### src/rtl/pcap_pkg.sv
// Shared PCAP parsing types and constants for the frame extractor and the UDP reader.
// Holds the FSM state encoding, header geometry and the output-word flag positions.
package pcap_pkg;

  typedef enum logic [2:0] {
    GLOBAL_HDR,
    REC_HDR,
    PAYLOAD,
    DROP,
    ERROR
  } state_t;

  localparam int          PCAP_GLOBAL_HDR_LEN = 24;
  localparam int          PCAP_REC_HDR_LEN    = 16;
  localparam logic [31:0] PCAP_MAGIC          = 32'hA1B2C3D4;
  localparam int          INCL_LEN_OFFSET     = 8;

  localparam int SOF_BIT = 9;
  localparam int EOF_BIT = 8;

  // Magic arrives little-endian, so byte idx of the stream is bits [8*idx +: 8].
  function automatic logic [7:0] magic_byte(input logic [1:0] idx);
    return 8'(PCAP_MAGIC >> {idx, 3'b000});
  endfunction

endpackage

### src/rtl/pcap_frame_extractor.sv
// Strips PCAP global/record headers and forwards captured frames as {sof, eof, byte}.
// Payload bytes pass through with zero latency; payload stalls on out_full or in_empty.
module pcap_frame_extractor
  import pcap_pkg::*;
#(
  parameter int MAX_FRAME_LEN = 1518,
  parameter int CNT_WIDTH     = 16
) (
  input  logic                 clock,
  input  logic                 reset,
  input  logic                 in_empty,
  input  logic [7:0]           in_dout,
  output logic                 in_re,
  input  logic                 out_full,
  output logic                 out_we,
  output logic [9:0]           out_din,
  output logic [CNT_WIDTH-1:0] frame_count,
  output logic [CNT_WIDTH-1:0] drop_count,
  output logic                 bad_magic
);

  state_t      state, state_nxt;
  logic [4:0]  byte_cnt;
  logic [31:0] incl_len;
  logic [31:0] remaining;
  logic        sof_pend;
  logic        magic_err;
  logic        glob_last;
  logic        rec_last;

  assign glob_last = (byte_cnt == 5'(PCAP_GLOBAL_HDR_LEN - 1));
  assign rec_last  = (byte_cnt == 5'(PCAP_REC_HDR_LEN - 1));
  assign bad_magic = (state == ERROR);

  always_ff @(posedge clock or negedge reset) begin
    if (!reset) state <= GLOBAL_HDR;
    else        state <= state_nxt;
  end

  always_comb begin
    state_nxt = state;
    in_re     = 1'b0;
    out_we    = 1'b0;
    out_din   = '0;
    case (state)
      GLOBAL_HDR: begin
        in_re = !in_empty;
        if (in_re && glob_last) state_nxt = magic_err ? ERROR : REC_HDR;
      end
      REC_HDR: begin
        in_re = !in_empty;
        if (in_re && rec_last) begin
          if (incl_len == 32'd0)                    state_nxt = REC_HDR;
          else if (incl_len > 32'(MAX_FRAME_LEN))   state_nxt = DROP;
          else                                      state_nxt = PAYLOAD;
        end
      end
      PAYLOAD: begin
        in_re  = !in_empty && !out_full;
        out_we = in_re;
        if (out_we) begin
          out_din[SOF_BIT] = sof_pend;
          out_din[EOF_BIT] = (remaining == 32'd1);
          out_din[7:0]     = in_dout;
          if (remaining == 32'd1) state_nxt = REC_HDR;
        end
      end
      DROP: begin
        in_re = !in_empty;
        if (in_re && remaining == 32'd1) state_nxt = REC_HDR;
      end
      default: ;
    endcase
    // Outputs are forced quiet while reset is held, whatever state is decoded.
    if (!reset) begin
      in_re   = 1'b0;
      out_we  = 1'b0;
      out_din = '0;
    end
  end

  always_ff @(posedge clock or negedge reset) begin
    if (!reset) begin
      byte_cnt    <= '0;
      incl_len    <= '0;
      remaining   <= '0;
      sof_pend    <= 1'b0;
      magic_err   <= 1'b0;
      frame_count <= '0;
      drop_count  <= '0;
    end else if (in_re) begin
      case (state)
        GLOBAL_HDR: begin
          byte_cnt <= glob_last ? 5'd0 : byte_cnt + 5'd1;
          if (byte_cnt < 5'd4 && in_dout != magic_byte(byte_cnt[1:0])) magic_err <= 1'b1;
        end
        REC_HDR: begin
          byte_cnt <= rec_last ? 5'd0 : byte_cnt + 5'd1;
          if (byte_cnt >= 5'(INCL_LEN_OFFSET) && byte_cnt < 5'(INCL_LEN_OFFSET + 4))
            incl_len <= {in_dout, incl_len[31:8]};
          if (rec_last) begin
            if (incl_len == 32'd0) begin
              drop_count <= drop_count + CNT_WIDTH'(1);
            end else begin
              remaining <= incl_len;
              sof_pend  <= 1'b1;
              if (incl_len > 32'(MAX_FRAME_LEN)) drop_count <= drop_count + CNT_WIDTH'(1);
            end
          end
        end
        PAYLOAD: begin
          remaining <= remaining - 32'd1;
          sof_pend  <= 1'b0;
          if (remaining == 32'd1) frame_count <= frame_count + CNT_WIDTH'(1);
        end
        DROP: remaining <= remaining - 32'd1;
        default: ;
      endcase
    end
  end

endmodule

### config.mk
export PLATFORM = sky130hd
export DESIGN_NAME = pcap_frame_extractor
export DESIGN_NICKNAME = d
export VERILOG_FILES = /design/src/rtl/pcap_pkg.sv /design/src/rtl/pcap_frame_extractor.sv
export SDC_FILE = /design/constraint.sdc
export NUM_CORES = 1
export LEC_CHECK = 0
export CELL_PAD_IN_SITES_DETAIL_PLACEMENT = 1
export CELL_PAD_IN_SITES_GLOBAL_PLACEMENT = 1
export CORE_UTILIZATION = 30
export DETAILED_ROUTE_END_ITERATION = 6
export PLACE_DENSITY_LB_ADDON = 0.1
export SLEW_MARGIN = 20
export SYNTH_ARGS = -nofsm -noshare
export SYNTH_HDL_FRONTEND = slang
export SYNTH_SLANG_ARGS = --single-unit
### constraint.sdc
create_clock -name clock -period 3.2 [get_ports clock]
set_input_delay 0.96 -clock clock [delete_from_list [all_inputs] [get_ports clock]]
set_output_delay 0.96 -clock clock [all_outputs]
set_load 0.02 [all_outputs]
Yosys cells after proc, flatten, opt, wreduce, memory -nomap -nowiden
Cells that the tools add are included.
{"block": "totals", "in_bits": 12, "romBits": 0, "mem_count": 0, "mem_bits_rw": 0, "latch_bits": 0, "word_cells": 84, "register_bits": 106}
{"block": "op_classes", "n_mul": 0, "n_lt_le_gt_ge": 4, "eq_ne": 15, "n_div": 0, "shifts": 1, "n_mux": 27, "addsub": 4, "bitwise_logic": 0, "n_reduce_logical": 25}
{"operator": "$mux W32", "count": 2}
{"operator": "$pmux W32 S2", "count": 1}
{"operator": "$add A16 B1 Y16 const B", "count": 2}
{"operator": "$eq A32 B1 Y1 const B", "count": 1}
{"operator": "$gt A32 B11 Y1 const B", "count": 1}
{"operator": "$logic_not A32 Y1", "count": 1}
{"operator": "$mux W16", "count": 2}
{"operator": "$shr A32 B5 Y8 const A", "count": 1}
{"operator": "$sub A32 B1 Y32 const B", "count": 1}
{"operator": "$mux W10", "count": 3}
{"operator": "$mux W3", "count": 6}
{"operator": "$ne A2 B2 Y1 const B", "count": 7}
{"operator": "$pmux W3 S4", "count": 1}
{"operator": "$reduce_and A4 Y1", "count": 3}
{"operator": "$mux W5", "count": 2}
{"operator": "$pmux W5 S2", "count": 1}
{"operator": "$reduce_and A3 Y1", "count": 3}
{"operator": "$ne A8 B8 Y1", "count": 1}
{"operator": "$reduce_bool A2 Y1", "count": 4}
{"operator": "$eq A3 B2 Y1 const B", "count": 2}
{"operator": "$logic_and A1 B1 Y1", "count": 6}
{"operator": "$mux W1", "count": 6}
{"operator": "$reduce_and A6 Y1", "count": 1}
{"operator": "$add A5 B1 Y5 const B", "count": 1}
{"operator": "15 further kinds", "count": 17}

Depth between registers and ports, before layout
Gate-level depths: netlist (run 1).
{"block": "logic_depth", "ltp_word": 5, "mapped_depth": 11}

Worst setup path after synthesis (run 1)
OpenSTA, ideal clock, no wires.
{"block": "synth_path", "kind": "in2out", "from": "input in_empty", "to": "output out_din[8]", "path_buffers": 1, "slack_ns": -0.162, "stages": 4, "t_arrival_ns": 2.402, "path_cell_list": "or3b_2 nor3_1 clkbuf_1 and2_1"}
{"block": "synth_between", "elab_chain_cells": 5}
{"item": "from (decl)", "line_no": "pcap_frame_extractor.sv:11", "text": "input logic in_empty,"}
{"item": "$logic_not A1 Y1", "line_no": "pcap_frame_extractor.sv:59", "text": "in_re = !in_empty && !out_full;"}
{"item": "$logic_and A1 B1 Y1", "line_no": "pcap_frame_extractor.sv:59"}
{"item": "$mux W10", "line_no": "pcap_frame_extractor.sv:61", "text": "if (out_we) begin"}
{"item": "$mux W10", "line_no": "pcap_frame_extractor.sv:45", "text": "case (state)"}
{"item": "$mux W10", "line_no": "pcap_frame_extractor.sv:75", "text": "if (!reset) begin"}
{"item": "to (decl)", "line_no": "pcap_frame_extractor.sv:16", "text": "output logic [9:0] out_din,"}
Every way passes these cells.

Worst setup path in the final report (run 1)
{"block": "layout_path", "from": "input in_empty", "to": "output out_din[4]"}
The elaborated chain is that of the path after synthesis.

==> out/metrics.csv, run 1 <==
stage,metric,value,unit
floorplanning,start_util,0.307,
yosys,ys_types,57,
cts,clock_path_buffers,2,
critical_path,cp.required,2.24,ns
global_routing,grtUsageTotal,0.195,
yosys,ys.flop_type,dfrtp_1,
cts,clk_pin_slew,0.08,ns
yosys,ys_ff_latch,106,
place,gp_congestion,0.757,
critical_path,cp_max_fo,6,
sta,rsz0062_at_grt,no,
cts,cts_buffers,9,
sta,setup_violations,0,
cts,cts.htree.levels,3,
detailed_routing,antenna_left,0,
layout,fin_nets,706,
layout,mostFrequentLayoutCell,dfrtp_1,
pwr,power_switching,2.02,mW
global_routing,first_global_vias,5600,
cts,hold_buffers,0,
critical_path,path_cells,"dlygate4sd2_1, or3b_4, nor3_4, buf_6, and2_1, buf_6",
cts,clkLatencyLatePin,0.36,ns
yosys,seq_area_frac_synth,0.460,
global_routing,grt_pass1_wl,30300,um
place,place_hpwl,12900,um
place,pre_cts_ws,-0.709,ns
cts,root_buffer,clkbuf_16,
detailed_routing,routed_wl,18400,um
floorplanning,die_area,0.0198,mm^2
pwr,power_density,690,mW/mm^2
sta,worst_pin_slew,0.753,ns
floorplanning,rows,50,
pwr,irDropWorstVdd,0.000313,V
yosys,synth_edf_count,0,
detailed_routing,dr.pass1.iters,7,
floorplanning,ios,57,
critical_path,crit_path_max_incr_delay,0.39,ns
detailed_routing,wire_per_inst,19.9,um
layout,area_delta_synth_final,27.4,%
layout,final_layout_size_suffix_gt1_frac,0.224,
sta,fin_worst_skew,0.00953,ns
sta,min_period_over_period,0.976,
detailed_routing,first_iter_violations,262,
pwr,power.internal,3.04,mW
flow_run,max_cap_viol_count,0,
yosys,synth_cells,586,
place,port-buffer-count,56,
critical_path,crit_type,input port to output pin,
layout,layout_common_cells,"dfrtp_1, buf_4, clkdlybuf4s50_1",
sta,fmax,320,MHz
floorplanning,die_w,141,um
yosys,synthArstFlopShare,1.00,
sta,period_needed,3.12,ns
detailed_routing,routed_via_density,5.55,
floorplanning,die_h,141,um
pwr,leakage,3.23,nW
sta,slew_headroom,0.498,
critical_path,critPathLaunchType,input port,
yosys,syn_avg_cell_area,9.84,um^2
detailed_routing,drc,0,
sta,drv_slew,0,
hold_path,hold_path.class,flop to flop,
run_status,run_status,"finished, final reports clean",
pwr,total_power,5.07,mW
cts,cts.sinks,106,
global_routing,grt.overflow.total,0,
pwr,pwr-share-comb,0.381,
critical_path,crit_top_cell,buf_6,
yosys,synth_area,0.00576,mm^2
critical_path,crit_path_end_kind,output pin,
critical_path,critical_path_arrival,2.16,ns
pwr,switching_share,0.400,
yosys,synth_warnings,0,
pwr,seqPwrFrac,0.405,
cts,cts_tree,built,
yosys,syn_nets,607,
floorplanning,coreArea,0.0188,mm^2
sta,hold_viol_final,0,
detailed_routing,vias,5125,
global_routing,antenna_found_initial,0,
global_routing,grt_max_degree,55,
critical_path,crit_slowest_cell,or3b_4,
sta,setup_ws,0.0775,ns
pwr,clock_power_share,0.214,
## logic make-up after synthesis
| group | synth area share |
|---|---|
| and+or+nand+nor | 0.234 |
| DFF | 0.460 |
| buffers and inverters | 0.0297 |
| muxes | 0.0625 |
| AOI/OAI and AO/OA | 0.145 |
| adders and majority gates | 0.0195 |
| xor gates and xnor gates | 0.0486 |
## cell type report
type                    count  area [um^2]
well taps                 234          293
fillers                  2110        11400
clock buffers               9          225
diodes                      1         2.50
multi-input cells         435         3000
flip-flops and latches    106         2650
inverters                  12         45.0
repair buffers            121         1080
clock inverters             6         51.3
## cell usage after synthesis (3+ instances only)
library cell	number	area (um^2)
a211oi_1	6	45.0
a21oi_1	19	95.1
a22oi_1	4	30.0
a2bb2oi_1	17	149
a31oi_1	6	37.5
a41o_1	3	30.0
and2_1	13	81.3
and3_1	6	37.5
and4_1	7	61.3
clkbuf_1	30	113
dfrtp_1	106	2650
ha_1	9	113
inv_1	12	45.0
mux2_2	32	360
nand2_1	35	131
nand2b_1	3	18.8
nand3_1	20	100
nand4_1	18	113
nand4b_1	4	35.0
nor2_1	36	135
nor2b_1	3	18.8
nor3_1	41	205
nor3b_1	6	45.0
nor4_1	24	150
o211ai_1	5	37.5
o21ai_0	27	135
o22a_1	5	43.8
o22ai_1	7	43.8
o311ai_0	3	26.3
o31ai_1	5	37.5
or2_2	4	25.0
or3_1	5	31.3
or4_1	3	22.5
xnor2_1	10	87.6
xor2_1	22	193
## path summary, 6_finish.rpt
kind                           startpoint              to  slack (ns)  cells after the start
max                              in_empty      out_din[4]        0.08                      6
min                        drop_count[15]  drop_count[15]        0.47                      1
max reg2reg                  remaining[0]   remaining[26]        0.49                      8
min reg2reg                drop_count[15]  drop_count[15]        0.47                      1
max in group asynchronous           reset     byte_cnt[2]        1.15                      3
min in group asynchronous           reset   remaining[15]        0.86                      2
## power groups by stage
stage / sequential (mW) / combinational, mW / clock [mW]
after floorplan: 1.96 / 1.20 / 0
after global placement: 2.05 / 1.86 / 0
after detailed placement: 2.08 / 1.94 / 0
after CTS: 2.05 / 1.95 / 1.14
after global routing: 2.10 / 2.14 / 1.18
final: 2.05 / 1.93 / 1.08
## through the flow
step,utilization,cells,hold slack [ns],cell area (um^2),setup TNS [ns]
after global routing,0.391,923,0.500,7340,0
after detailed placement,0.373,906,0.460,7010,-10.62
after CTS,0.391,923,0.478,7340,0
after floorplan,-,586,0.459,5770,0
final,0.391,924,0.472,7350,0
after global placement,0.373,906,0.456,7010,-9.37
## routing by layer
metal / part of all wire / global-route usage / up-vias / routed length (um)
met5: 0 / 0 / - / 0
met4: 0.013 / 0.0572 / 0 / 232
met3: 0.028 / 0.0296 / 15 / 519
met2: 0.50 / 0.337 / 79 / 9250
met1: 0.46 / 0.253 / 2629 / 8420
li1: - / - / 2402 / -
## sequential cells by signal (all words and copies together) (netlist names)
signal       flops
incl_len        32
remaining       32
drop_count      16
frame_count     16
byte_cnt         5
state            3
magic_err        1
sof_pend         1
## what timing repair did
action / in CTS / in global routing
endpoints found under the setup margin: 12 / 1
pin swaps: 2 / 0
cloned: 1 / 0
resized for setup: 80 / 1
buffers inserted: 1 / 0
## critical path: cells and delay by family
family        cells  cell delay (ns)
buf+inv           3             0.52
simple gates      3             0.70
No activity file was read; power rests on OpenSTA's default activity.
==> inputs of run 2 (changes only) <==
--- a/config.mk
+++ b/config.mk
@@ -10,7 +10,6 @@
 export CORE_UTILIZATION = 30
 export DETAILED_ROUTE_END_ITERATION = 6
 export PLACE_DENSITY_LB_ADDON = 0.1
-export SLEW_MARGIN = 20
 export SYNTH_ARGS = -nofsm -noshare
 export SYNTH_HDL_FRONTEND = slang
 export SYNTH_SLANG_ARGS = --single-unit
==> results of run 2 <==
Same layout as run 1: the final DEF is identical, and so are final timing and power.
==> inputs of run 3 (changes only) <==
--- a/config.mk
+++ b/config.mk
@@ -5,6 +5,7 @@
 export SDC_FILE = /design/constraint.sdc
 export NUM_CORES = 1
 export LEC_CHECK = 0
+export CAP_MARGIN = 5
 export CELL_PAD_IN_SITES_DETAIL_PLACEMENT = 1
 export CELL_PAD_IN_SITES_GLOBAL_PLACEMENT = 1
 export CORE_UTILIZATION = 30
==> results of run 3 <==
Same layout as run 1: the final DEF is identical, and so are final timing and power.
